File: src/rtl/cr_kme_fifo_arb.sv
// ---------------------------------------------------------------------------
// cr_kme_fifo_arb
//   Packet-level round-robin arbiter. It lets N_REQ KME request sources share
//   the single write port of the 128-bit KME staging FIFO. A requester that
//   wins keeps the port until its end-of-packet beat has been accepted, so
//   packets are never interleaved. A packet that reaches MAX_BEATS beats
//   without an EOT beat is cut off, and the port is arbitrated again.
//
// Ports
//   clk, rst       clock; synchronous active-high reset
//   req_valid      per-requester beat valid
//   req_data       per-requester beat; requester i at [i*DATA_W +: DATA_W]
//   req_eot        per-requester last-beat flag (qualified by req_valid)
//   req_ack        beat accepted this cycle (one-hot or zero)
//   fifo_in        FIFO write data
//   fifo_in_valid  FIFO write enable
//   fifo_in_stall  FIFO has no free slot
//   grant_id       index of the current owner (meaningful while busy)
//   busy           a packet grant is held
//   pkt_done       one-cycle pulse after a packet ends (EOT or forced cut)
//   pkt_len_err    one-cycle pulse after a packet is cut at MAX_BEATS
// ---------------------------------------------------------------------------
module cr_kme_fifo_arb #(
  parameter int N_REQ     = 4,
  parameter int DATA_W    = 128,
  parameter int MAX_BEATS = 16,
  parameter int ID_W      = $clog2(N_REQ)
) (
  input  logic                    clk,
  input  logic                    rst,
  input  logic [N_REQ-1:0]        req_valid,
  input  logic [N_REQ*DATA_W-1:0] req_data,
  input  logic [N_REQ-1:0]        req_eot,
  output logic [N_REQ-1:0]        req_ack,
  output logic [DATA_W-1:0]       fifo_in,
  output logic                    fifo_in_valid,
  input  logic                    fifo_in_stall,
  output logic [ID_W-1:0]         grant_id,
  output logic                    busy,
  output logic                    pkt_done,
  output logic                    pkt_len_err
);

  localparam int CNT_W = $clog2(MAX_BEATS + 1);

  typedef enum logic {
    IDLE  = 1'b0,
    GRANT = 1'b1
  } state_t;

  state_t           state, state_nxt;
  logic [ID_W-1:0]  rr_ptr, rr_ptr_nxt;
  logic [ID_W-1:0]  grant_nxt;
  logic [CNT_W-1:0] beat_cnt, beat_cnt_nxt;
  logic             done_nxt, len_err_nxt;
  logic             beat;
  logic [ID_W-1:0]  winner;
  logic [ID_W-1:0]  after_owner;

  // Round-robin pick: first requester at or above rr_ptr, wrapping.
  always_comb begin
    logic found;
    found  = 1'b0;
    winner = rr_ptr;
    for (int i = 0; i < N_REQ; i++) begin
      if (!found && req_valid[(int'(rr_ptr) + i) % N_REQ]) begin
        found  = 1'b1;
        winner = ID_W'((int'(rr_ptr) + i) % N_REQ);
      end
    end
  end

  // The owner's successor becomes the top priority after release; handled
  // explicitly so non-power-of-two N_REQ still wraps correctly.
  assign after_owner = (int'(grant_id) == N_REQ - 1) ? '0 : grant_id + 1'b1;

  always_comb begin
    // NOTE: every signal gets a default before the case so no path leaves it
    // unassigned; otherwise synthesis would infer a latch.
    state_nxt     = state;
    rr_ptr_nxt    = rr_ptr;
    grant_nxt     = grant_id;
    beat_cnt_nxt  = beat_cnt;
    done_nxt      = 1'b0;
    len_err_nxt   = 1'b0;
    beat          = 1'b0;
    fifo_in_valid = 1'b0;
    req_ack       = '0;
    fifo_in       = '0;

    unique case (state)
      IDLE: begin
        if (|req_valid) begin
          state_nxt    = GRANT;
          grant_nxt    = winner;
          beat_cnt_nxt = '0;
        end
      end

      GRANT: begin
        fifo_in = req_data[int'(grant_id)*DATA_W +: DATA_W];
        // A beat moves only when the FIFO has room; gating with rst keeps the
        // abandoned packet from writing during the reset cycle itself.
        beat = req_valid[grant_id] && !fifo_in_stall && !rst;
        fifo_in_valid     = beat;
        req_ack[grant_id] = beat;

        if (beat) begin
          beat_cnt_nxt = beat_cnt + 1'b1;
          if (req_eot[grant_id] || (beat_cnt_nxt == CNT_W'(MAX_BEATS))) begin
            done_nxt    = 1'b1;
            len_err_nxt = !req_eot[grant_id];
            rr_ptr_nxt  = after_owner;
            state_nxt   = IDLE;
          end
        end
      end

      default: state_nxt = IDLE;
    endcase
  end

  // NOTE: state registers use non-blocking assignments so every flop samples
  // the pre-edge values regardless of statement order.
  always_ff @(posedge clk) begin
    if (rst) begin
      state       <= IDLE;
      rr_ptr      <= '0;
      beat_cnt    <= '0;
      grant_id    <= '0;
      pkt_done    <= 1'b0;
      pkt_len_err <= 1'b0;
    end else begin
      state       <= state_nxt;
      rr_ptr      <= rr_ptr_nxt;
      beat_cnt    <= beat_cnt_nxt;
      grant_id    <= grant_nxt;
      pkt_done    <= done_nxt;
      pkt_len_err <= len_err_nxt;
    end
  end

  assign busy = (state == GRANT);

endmodule

File: config.mk
export PLATFORM = sky130hd
export DESIGN_NAME = cr_kme_fifo_arb
export DESIGN_NICKNAME = d
export VERILOG_FILES = /design/src/rtl/cr_kme_fifo_arb.sv
export SDC_FILE = /design/constraint.sdc
export NUM_CORES = 1
export LEC_CHECK = 0
export ABC_AREA = 1
export CAP_MARGIN = 0
export CORE_AREA = 5 5 254 256
export CTS_BUF_LIST = sky130_fd_sc_hd__clkbuf_16
export CTS_CLUSTER_SIZE = 24
export DETAILED_ROUTE_END_ITERATION = 6
export DIE_AREA = 0 0 259 261
export PLACE_DENSITY = 0.34
export SETUP_SLACK_MARGIN = 0.1
export SYNTH_ARGS = -nofsm -noshare
export SYNTH_HDL_FRONTEND = slang
export SYNTH_SLANG_ARGS = --single-unit
File: constraint.sdc
create_clock -name clk -period 2.7 [get_ports clk]
set_input_delay 0.54 -clock clk [delete_from_list [all_inputs] [get_ports clk]]
set_output_delay 0.54 -clock clk [all_outputs]
set_load 0.03 [all_outputs]
==> flow_metrics.env <==
export IMPL_muxShareOfSynthArea_pct=0
export IMPL_hold_viol=0
export IMPL_ant_nets=0
export IMPL_yosysTopAreaCellShare_pct=38.4
export IMPL_die_area_um2=67600
export IMPL_clk_pin_slew_ns=0.05
export IMPL_slew_viol_final=0
export IMPL_core_area_um2=62300
export IMPL_drt_pre_antenna_iters=5
export IMPL_crit_arrival_ns=2.10
export IMPL_antenna_found_initial=7
export IMPL_drtIter0Drc=560
export IMPL_maxCapViolCount=0
export IMPL_grt_overflow=0
export IMPL_grt_max_degree=78
export IMPL_setup_viol=0
export IMPL_fin_area_um2=13100
export IMPL_end_kind="primary output"
export IMPL_rrSetupSlack_ns=0.73
export IMPL_place_ws_ns=-0.261
export IMPL_synth_cell_types=25
export IMPL_crit_path_max_fanout=77
export IMPL_clockBufferDepth=2
export IMPL_nFillCells=7196
export IMPL_critPathBufInv=3
export IMPL_io_buffers=660
export IMPL_nNetsFinal=2286
export IMPL_cts_buffers=3
export IMPL_period_share_pct=97.7
export IMPL_io_pins=661
export IMPL_synth_xor_area_share_pct=0.341
export IMPL_cp_required_ns=2.16
export IMPL_fin_cells=2609
export IMPL_vias=9831
export IMPL_yosysTopAreaCell="nor2_1"
export IMPL_track_usage_pct=13.3
export IMPL_tightest_slew_ns=0.816
export IMPL_reg2reg_depth=11
export IMPL_synth_compound_area_share_pct=39.4
export IMPL_startpoint="grant_id[1]"
export IMPL_fin_worst_skew_ns=0.00667
export IMPL_hold_class="reg -> reg"
export IMPL_synth_area_top_cells="nor2_1 38%, o21ai_0 25%, a21oi_1 14%"
export IMPL_setup_tns_ns=0
export IMPL_post_synth_cell_area_avg_um2=4.51
export IMPL_dp_cells=2596
export IMPL_dpl_hpwl_um=41100
export IMPL_status="complete, no violations"
export IMPL_slowest_delay_ns=0.51
export IMPL_critPathLaunchType="flop"
export IMPL_grtUsageMet3_pct=3.44
export IMPL_die_w_um=259
export IMPL_fmax_mhz=379
export IMPL_synth_seq_cells=12
export IMPL_grt_pass1_vias=10000
export IMPL_clock_latency_ns=0.24
export IMPL_yosysSeqAreaShare_pct=4.68
export IMPL_area_growth_synth_to_final_pct=156
export IMPL_r2r_start="rr_ptr[0]"
export IMPL_crit_family="compound AO/OA/AOI/OAI gates"
export IMPL_cts_tree="yes"
export IMPL_slew_headroom_pct=45.0
export IMPL_cts_hold_buf=0
export IMPL_cts_root_buf="clkbuf_16"
export IMPL_htreeDepth=1
export IMPL_grt_pass1_wl_um=68600
export IMPL_synth_fa_ha_area_share_pct=1.22
export IMPL_die_h_um=261
export IMPL_post_dp_cell_area_um2=12900
export IMPL_syn_cell_area_um2=5140
export IMPL_crit_chain="inv_4, buf_12, nor2_1, o21ai_0, a21oi_1, buf_4"
export IMPL_drc_errors=0
export IMPL_initial_utilization_pct=8.25
export IMPL_timing_rr_end="grant_id[1]"
export IMPL_grt_use_met1_pct=15.9
export IMPL_period_minus_slack_ns=2.64
export IMPL_synth_nets=1668
export IMPL_finalWorstSetupSlack_ns=0.0621
export IMPL_endpoint="fifo_in[51]"
export IMPL_yosys_area_share_simple_pct=44.7
export IMPL_p_leak_nw=5.15
export IMPL_critPathKind="reg -> out"
export IMPL_yosysWarnings=0
export IMPL_busiest_layer="met2"
export IMPL_slowest_stage="dfxtp_4"
export IMPL_num_rows=92
export IMPL_routed_wl_um=49900
export IMPL_rsz0062_at_grt="yes"
export IMPL_gp_congestion=0.896
export IMPL_wl_per_cell_um=19.1
export IMPL_drive_above_1_share_pct=11.8
export IMPL_ir_drop_mv=0.145
export IMPL_cp_num_cells=6
export IMPL_avgViaCountPerCell=3.77
export IMPL_final_util_pct=21.1
export IMPL_powerDensity_nw_per_um2=284
export IMPL_cts_num_sinks=12
export IMPL_postSynthCellCount=1140
export IMPL_synth_top_family_by_area="simple AND/OR/NAND/NOR gates"
export IMPL_use_met2_pct=24.1
[stage by stage]
stage / hold WS (ns) / power (mW)
after global routing: 0.503 / 4.02
after detailed placement: 0.479 / 3.47
after CTS: 0.490 / 3.77
final: 0.489 / 3.73
after global placement: 0.480 / 3.48
after floorplan: 0.453 / 1.63
[synthesized netlist by cell type]
master,number
a21oi_1,139
a22o_1,1
buf_1,2
buf_2,29
buf_4,1
buf_6,1
clkbuf_1,68
clkinv_1,1
dfxtp_1,12
ha_1,5
inv_1,14
inv_2,4
nand2_1,50
nand3_1,17
nand3b_1,1
nand4_2,1
nor2_1,525
nor3b_2,1
nor4_1,1
o211ai_1,1
o21ai_0,261
o21ai_1,1
or2_1,1
or2_2,1
xor2_1,2
[kinds of logic (layout without fill, tap and decap cells)]
family	after synthesis	in the layout
buffers and inverters	120	737
xor gates and xnor gates	2	2
AOI/OAI and AO/OA	403	403
DFF	12	12
and+or+nand+nor	598	598
other	0	6
adders and majority gates	5	5
[state kept, by name, indices dropped and copies added, names as in the netlist]
| name | cells |
|---|---|
| beat_cnt | 5 |
| grant_id | 2 |
| rr_ptr | 2 |
| busy | 1 |
| pkt_done | 1 |
| pkt_len_err | 1 |
[per-layer routing]
| metal | wire length, µm | up-vias |
|---|---|---|
| li1 | - | 4983 |
| met1 | 19900 | 4383 |
| met2 | 25200 | 439 |
| met3 | 3920 | 26 |
| met4 | 807 | 0 |
| met5 | 0 | - |
[layout make-up]
cell class,instances,area [µm²],area share (%)
diodes,6,15.0,0.114
clock buffers,3,75.1,0.572
clock inverters,1,3.75,0.0286
inverters,19,83.8,0.639
multi-input cells,1008,4430,33.8
flip-flops and latches,12,248,1.89
well taps,846,1060,8.06
repair buffers,714,7210,54.9
[placed cells by master (no fill, tap or decap), drive strengths merged]
cell           netlist  routed
nand4                1       1
ha                   5       5
nor2               525     525
or2                  2       2
clkdlybuf4s50        0     526
inv                 18      18
clkbuf              68       4
clkinv               1       2
nor3b                1       1
dlymetal6s2s         0       1
diode                0       6
xor2                 2       2
nor4                 1       1
o211ai               1       1
dfxtp               12      12
a21oi              139     139
buf                 33     186
nand3               17      17
a22o                 1       1
nand2               50      50
nand3b               1       1
o21ai              262     262
[where the power goes]
part / total, mW / switching (mW) / internal, mW
sequential: 0.205 / 0.0203 / 0.185
clock: 0.281 / 0.0853 / 0.196
combinational: 3.25 / 1.70 / 1.54
total: 3.73 / 1.81 / 1.92
[how the worst min path moves through the flow]
stage	from	to	slack [ns]	depth (start not counted)
2_1_floorplan	beat_cnt[0]	beat_cnt[0]	0.45	1
6_report	beat_cnt[0]	beat_cnt[0]	0.49	1
5_1_grt	beat_cnt[0]	beat_cnt[0]	0.50	1
3_5_place_dp	beat_cnt[0]	beat_cnt[0]	0.48	1
3_3_place_gp	beat_cnt[4]	beat_cnt[4]	0.48	2
4_1_cts	beat_cnt[0]	beat_cnt[0]	0.49	1
[what timing repair did]
item,in CTS,in global routing
setup buffers,0,2
resized for setup,6,9
cloned,0,1
endpoints found under the setup margin,7,18
pin swaps,0,2
(Power assumes the default switching activity.)
